<file path="config.mk">
export PLATFORM = sky130hd
export DESIGN_NAME = order_issuer
export DESIGN_NICKNAME = d
export VERILOG_FILES = /design/src/rtl/order_issuer.sv
export SDC_FILE = /design/constraint.sdc
export NUM_CORES = 1
export LEC_CHECK = 0
export BUFFER_PORTS_ARGS = -buffer_cell sky130_fd_sc_hd__buf_2
export CAP_MARGIN = 20
export CORE_MARGIN = 2
export CORE_UTILIZATION = 28
export DETAILED_ROUTE_END_ITERATION = 12
export SLEW_MARGIN = 10
export SYNTH_ARGS = -nofsm -noshare
export SYNTH_HDL_FRONTEND = slang
export SYNTH_SLANG_ARGS = --single-unit
</file>
<file path="constraint.sdc">
create_clock -name clk -period 4.25 [get_ports clk]
set_input_delay 0.425 -clock clk [delete_from_list [all_inputs] [get_ports clk]]
set_output_delay 0.425 -clock clk [all_outputs]
set_load 0.02 [all_outputs]
</file>
<file path="src/rtl/order_issuer.sv">
// Host-side order initiator: queues host commands, issues one order at a time to the
// compute engine, snoops its RAM write port for the result and returns it via a response FIFO.
module order_issuer #(
  parameter int ADDR_WIDTH    = 16,
  parameter int DATA_WIDTH    = 16,
  parameter int FIFO_DEPTH    = 4,
  parameter int TIMEOUT_SLACK = 16
) (
  input  logic                  clk,
  input  logic                  rst,
  input  logic                  cmd_valid,
  output logic                  cmd_ready,
  input  logic [ADDR_WIDTH-1:0] cmd_start,
  input  logic [ADDR_WIDTH-1:0] cmd_len,
  input  logic [ADDR_WIDTH-1:0] cmd_back,
  output logic                  order_valid,
  output logic [ADDR_WIDTH-1:0] order_start,
  output logic [ADDR_WIDTH-1:0] order_len,
  output logic [ADDR_WIDTH-1:0] order_back,
  input  logic                  order_busy,
  input  logic [ADDR_WIDTH-1:0] ram_addr,
  input  logic                  ram_write_req,
  input  logic [DATA_WIDTH-1:0] ram_write_data,
  output logic                  rsp_valid,
  input  logic                  rsp_ready,
  output logic [ADDR_WIDTH-1:0] rsp_addr,
  output logic [DATA_WIDTH-1:0] rsp_data,
  output logic                  rsp_timeout,
  output logic                  err_addr,
  output logic                  err_stray,
  input  logic                  err_clr,
  output logic                  idle
);

  localparam int PW = $clog2(FIFO_DEPTH);
  localparam int CW = PW + 1;

  typedef enum logic [1:0] {IDLE, ISSUE, WAIT_WRITE} state_t;

  state_t state;

  logic [ADDR_WIDTH-1:0] cq_start [FIFO_DEPTH];
  logic [ADDR_WIDTH-1:0] cq_len   [FIFO_DEPTH];
  logic [ADDR_WIDTH-1:0] cq_back  [FIFO_DEPTH];
  logic [PW-1:0]         cq_wr, cq_rd;
  logic [CW-1:0]         cq_cnt;

  logic [ADDR_WIDTH-1:0] rq_addr [FIFO_DEPTH];
  logic [DATA_WIDTH-1:0] rq_data [FIFO_DEPTH];
  logic                  rq_to   [FIFO_DEPTH];
  logic [PW-1:0]         rq_wr, rq_rd;
  logic [CW-1:0]         rq_cnt;

  logic [ADDR_WIDTH:0]   wait_cnt;
  logic [ADDR_WIDTH:0]   wait_limit;

  logic                  cmd_push, cmd_pop;
  logic                  rsp_push, rsp_pop;
  logic                  cap, tmo;
  logic [ADDR_WIDTH-1:0] push_addr;
  logic [DATA_WIDTH-1:0] push_data;

  assign cmd_ready = (cq_cnt != CW'(FIFO_DEPTH));
  assign cmd_push  = cmd_valid && cmd_ready;
  // Issue only when a response slot is guaranteed, so a capture never meets a full FIFO.
  assign cmd_pop   = (state == IDLE) && (cq_cnt != '0) && (rq_cnt != CW'(FIFO_DEPTH));

  assign rsp_valid   = (rq_cnt != '0);
  assign rsp_pop     = rsp_valid && rsp_ready;
  assign rsp_addr    = rsp_valid ? rq_addr[rq_rd] : '0;
  assign rsp_data    = rsp_valid ? rq_data[rq_rd] : '0;
  assign rsp_timeout = rsp_valid ? rq_to[rq_rd]   : 1'b0;

  assign idle = (state == IDLE) && (cq_cnt == '0);

  // Sum kept one bit wider than the length so a maximal len cannot wrap.
  assign wait_limit = {1'b0, order_len} + (ADDR_WIDTH+1)'(TIMEOUT_SLACK);

  always_comb begin
    cap       = 1'b0;
    tmo       = 1'b0;
    push_addr = '0;
    push_data = '0;
    if (state == WAIT_WRITE) begin
      if (ram_write_req) begin
        cap       = 1'b1;
        push_addr = ram_addr;
        push_data = ram_write_data;
      end else if (wait_cnt == wait_limit) begin
        tmo = 1'b1;
      end
    end
    rsp_push = cap || tmo;
  end

  // Command FIFO storage
  always_ff @(posedge clk) begin
    if (cmd_push) begin
      cq_start[cq_wr] <= cmd_start;
      cq_len[cq_wr]   <= cmd_len;
      cq_back[cq_wr]  <= cmd_back;
    end
  end

  always_ff @(posedge clk or posedge rst) begin
    if (rst) begin
      cq_wr  <= '0;
      cq_rd  <= '0;
      cq_cnt <= '0;
    end else begin
      if (cmd_push) cq_wr <= cq_wr + 1'b1;
      if (cmd_pop)  cq_rd <= cq_rd + 1'b1;
      unique case ({cmd_push, cmd_pop})
        2'b10:   cq_cnt <= cq_cnt + 1'b1;
        2'b01:   cq_cnt <= cq_cnt - 1'b1;
        default: cq_cnt <= cq_cnt;
      endcase
    end
  end

  // Response FIFO storage
  always_ff @(posedge clk) begin
    if (rsp_push) begin
      rq_addr[rq_wr] <= push_addr;
      rq_data[rq_wr] <= push_data;
      rq_to[rq_wr]   <= tmo;
    end
  end

  always_ff @(posedge clk or posedge rst) begin
    if (rst) begin
      rq_wr  <= '0;
      rq_rd  <= '0;
      rq_cnt <= '0;
    end else begin
      if (rsp_push) rq_wr <= rq_wr + 1'b1;
      if (rsp_pop)  rq_rd <= rq_rd + 1'b1;
      unique case ({rsp_push, rsp_pop})
        2'b10:   rq_cnt <= rq_cnt + 1'b1;
        2'b01:   rq_cnt <= rq_cnt - 1'b1;
        default: rq_cnt <= rq_cnt;
      endcase
    end
  end

  // Order FSM; order_len/order_back double as the latched length and back address.
  always_ff @(posedge clk or posedge rst) begin
    if (rst) begin
      state       <= IDLE;
      order_valid <= 1'b0;
      order_start <= '0;
      order_len   <= '0;
      order_back  <= '0;
      wait_cnt    <= '0;
    end else begin
      unique case (state)
        IDLE: begin
          if (cmd_pop) begin
            order_start <= cq_start[cq_rd];
            order_len   <= cq_len[cq_rd];
            order_back  <= cq_back[cq_rd];
            order_valid <= 1'b1;
            state       <= ISSUE;
          end
        end
        ISSUE: begin
          if (order_valid && !order_busy) begin
            order_valid <= 1'b0;
            wait_cnt    <= '0;
            state       <= WAIT_WRITE;
          end
        end
        WAIT_WRITE: begin
          if (rsp_push) state <= IDLE;
          else          wait_cnt <= wait_cnt + 1'b1;
        end
        default: state <= IDLE;
      endcase
    end
  end

  always_ff @(posedge clk or posedge rst) begin
    if (rst) begin
      err_addr  <= 1'b0;
      err_stray <= 1'b0;
    end else begin
      if (cap && (ram_addr != order_back)) err_addr <= 1'b1;
      else if (err_clr)                    err_addr <= 1'b0;
      if (ram_write_req && (state != WAIT_WRITE)) err_stray <= 1'b1;
      else if (err_clr)                           err_stray <= 1'b0;
    end
  end

endmodule
</file>
==> results.sh <==
export IMPL_status="finished clean"
export IMPL_hold_buffers=0
export IMPL_rr_endpoint="rq_cnt[2]"
export IMPL_max_vdd_ir_drop_v=0.000273
export IMPL_grt_ovfl_total=0
export IMPL_rrSetupSlack_ns=0.82
export IMPL_firstDrtPassIters=5
export IMPL_initial_utilization=0.283
export IMPL_min_period_ns=3.43
export IMPL_synth_warnings=0
export IMPL_clockRootBuffer="clkbuf_16"
export IMPL_fill_cells=5579
export IMPL_post_layout_nonfiller_instances=1919
export IMPL_setup_worst_path_start="order_len[4]"
export IMPL_vias=8836
export IMPL_finalCoreUtilization=0.341
export IMPL_cp_endpoint="rq_cnt[2]"
export IMPL_cts_sinks=408
export IMPL_post_cts_buffers=0
export IMPL_grt_pass1_vias=9230
export IMPL_placed_cells=1836
export IMPL_crit_fanout=9
export IMPL_crit_type="reg -> reg"
export IMPL_power_density_nw_per_um2=513
export IMPL_arrival_ns=3.91
export IMPL_synth_edf_count=324
export IMPL_final_cell_mix="edfxtp_1, buf_2, mux4_2"
export IMPL_reg2reg_depth=13
export IMPL_drv_cap=0
export IMPL_cts_resized=0
export IMPL_min_path_type="in -> reg"
export IMPL_numCtsBuffers=45
export IMPL_avgSynthCellArea_um2=18.1
export IMPL_path_clk_slew_ns=0.06
export IMPL_regToRegStartpoint="order_len[4]"
export IMPL_grt_pass1_wl_mm=56.1
export IMPL_die_area_um2=61400
export IMPL_rows=89
export IMPL_worstPathRequired_ns=4.73
export IMPL_worst_setup_path_start_kind="register"
export IMPL_antenna_left=0
export IMPL_ys_flop_type="edfxtp_1"
export IMPL_fin_tns_setup_ns=0
export IMPL_max_slew_margin=0.324
export IMPL_routed_wl_mm=37.0
export IMPL_worst_slew_pin_slew_ns=1.01
export IMPL_pin_count=174
export IMPL_cts_htree_levels=2
export IMPL_grt_usage=0.121
export IMPL_fp_dieW_um=248
export IMPL_synth_seq_area_share=0.710
export IMPL_n_antenna_cell=0
export IMPL_hold_viol=0
export IMPL_post_drt_via_cell_ratio=4.60
export IMPL_syn_num_nets=1020
export IMPL_remaining_drc_errors=0
export IMPL_grt_max_degree=67
export IMPL_routedWlPerCell_um=19.3
export IMPL_p_leak_nw=6.98
export IMPL_clk_latency_ns=0.57
export IMPL_drv_slew=0
export IMPL_drt_iter0_markers=405
export IMPL_synth_cells=919
export IMPL_finalCritPeriodShare=0.807
export IMPL_skew_ns=0.0215
export IMPL_cts_buffer_depth=3
export IMPL_ys_ff_latch=408
export IMPL_clock_fmax_mhz=292
export IMPL_setup_violations=0
export IMPL_rsz0062_at_grt="false"
export IMPL_dieHeight_um=248
export IMPL_cts_tree="built"
export IMPL_port_buffers=173
export IMPL_end_kind="register"
export IMPL_synthArstFlopShare=0.206
export IMPL_area_delta_synth_final_pct=20.7
export IMPL_grt_antenna_before_repair=5
export IMPL_place_hpwl_mm=24.1
export IMPL_layout_commonest_cell="edfxtp_1"
export IMPL_core_um2=58900
export IMPL_p_total_mw=10.3
export IMPL_drive_gt1_frac=0.359
export IMPL_nets=1212
export IMPL_yosysUniqueCellTypes=60
export IMPL_synth_area_um2=16700
export IMPL_gp_congestion=0.784
## power breakdown
part | total, mW | internal [mW] | switching [mW]
registers | 4.99 | 4.75 | 0.244
logic | 1.24 | 0.492 | 0.745
clock network | 4.09 | 2.51 | 1.58
## final cells by class
cell class,count,area [um^2],share of cell area
flip-flops and latches,408,11800,0.589
multi-input cells,450,4610,0.230
clock buffers,54,1200,0.0598
repair buffers,190,1040,0.0519
well taps,773,967,0.0481
clock inverters,28,369,0.0184
inverters,16,62.6,0.00311
## flip-flops by register name (all words and copies together) (netlist names)
register     flops
rq_cnt           3
rq_addr         64
cq_back         64
err_stray        1
order_start     16
state            2
err_addr         1
cq_wr            2
rq_to            4
cq_cnt           3
wait_cnt        17
order_back      16
rq_data         64
cq_len          64
cq_rd            2
rq_rd            2
order_valid      1
cq_start        64
order_len       16
rq_wr            2
## worst min path at each step
| stage | endpoint | cells after the start | startpoint | slack, ns |
|---|---|---|---|---|
| 4_1_cts | cq_start[1][12] | 1 | cmd_start[12] | 0.03 |
| 5_1_grt | cq_len[3][10] | 1 | cmd_len[10] | 0.04 |
| 2_1_floorplan | cq_cnt[2] | 1 | cq_cnt[2] | 0.46 |
| 3_3_place_gp | cq_cnt[2] | 1 | cq_cnt[2] | 0.48 |
| 3_5_place_dp | cq_cnt[2] | 1 | cq_cnt[2] | 0.48 |
| 6_report | cq_start[2][11] | 1 | cmd_start[11] | 0.06 |
## metrics by stage
step / setup WS, ns / hold slack, ns / instance area (um^2)
floorplan: 0.0494 / 0.464 / 16700
global placement: 0.921 / 0.483 / 18500
detailed placement: 0.830 / 0.482 / 18500
CTS: 0.804 / 0.0299 / 20100
global route: 0.570 / 0.0385 / 20100
finish: 0.820 / 0.0595 / 20100
## critical path, cell delays in order, from the launching register on
cell and delay [ns]:
dfrtp_1 0.49, ha_1 0.24, and4_1 0.40, a21oi_2 0.10, a311o_1 0.36, a31oi_4 0.25
nor4_4 0.11, nor2_4 0.28, ha_1 0.24, inv_1 0.06, fa_1 0.38, xor2_1 0.15
nor2_1 0.11, xor2_1 0.16
## synthesized netlist by cell type (3+ instances only)
library cell,count,area share
or3_1,7,0.0026
and2_1,38,0.014
xor2_1,26,0.014
a21oi_1,4,0.0012
o31ai_1,9,0.0041
ha_1,12,0.0090
buf_1,10,0.0023
xnor2_1,16,0.0084
dfrtp_1,84,0.13
nand4_1,8,0.0030
and2b_1,3,0.0014
o41ai_1,3,0.0016
nand2_1,33,0.0074
and3_1,41,0.015
o21ai_0,24,0.0072
nor4_1,11,0.0041
nor2_1,14,0.0032
inv_1,16,0.0036
mux4_2,81,0.11
mux2_2,47,0.032
clkbuf_1,31,0.0070
or4_1,4,0.0018
edfxtp_1,324,0.58
nand2b_1,8,0.0030
nand3_1,14,0.0042
nor2b_1,5,0.0019
nor3_1,3,0.00090
a31oi_1,5,0.0019
## routing by layer
| metal | vias to the layer above | share of wire | track usage |
|---|---|---|---|
| met4 | 4 | 0.021 | 0.0305 |
| li1 | 4004 | - | - |
| met1 | 4500 | 0.43 | 0.157 |
| met5 | - | 0.00057 | 0 |
| met2 | 264 | 0.47 | 0.197 |
| met3 | 64 | 0.078 | 0.0396 |
## kinds of logic after synthesis
group,after synthesis,share of synthesized area
compound gates,61,0.0257
simple gates,202,0.0718
xor+xnor,42,0.0221
buf+inv,61,0.0150
flops,408,0.710
fa+ha+maj,14,0.0114
mux,131,0.144
Note: power is estimated with default switching activity, not from simulation.
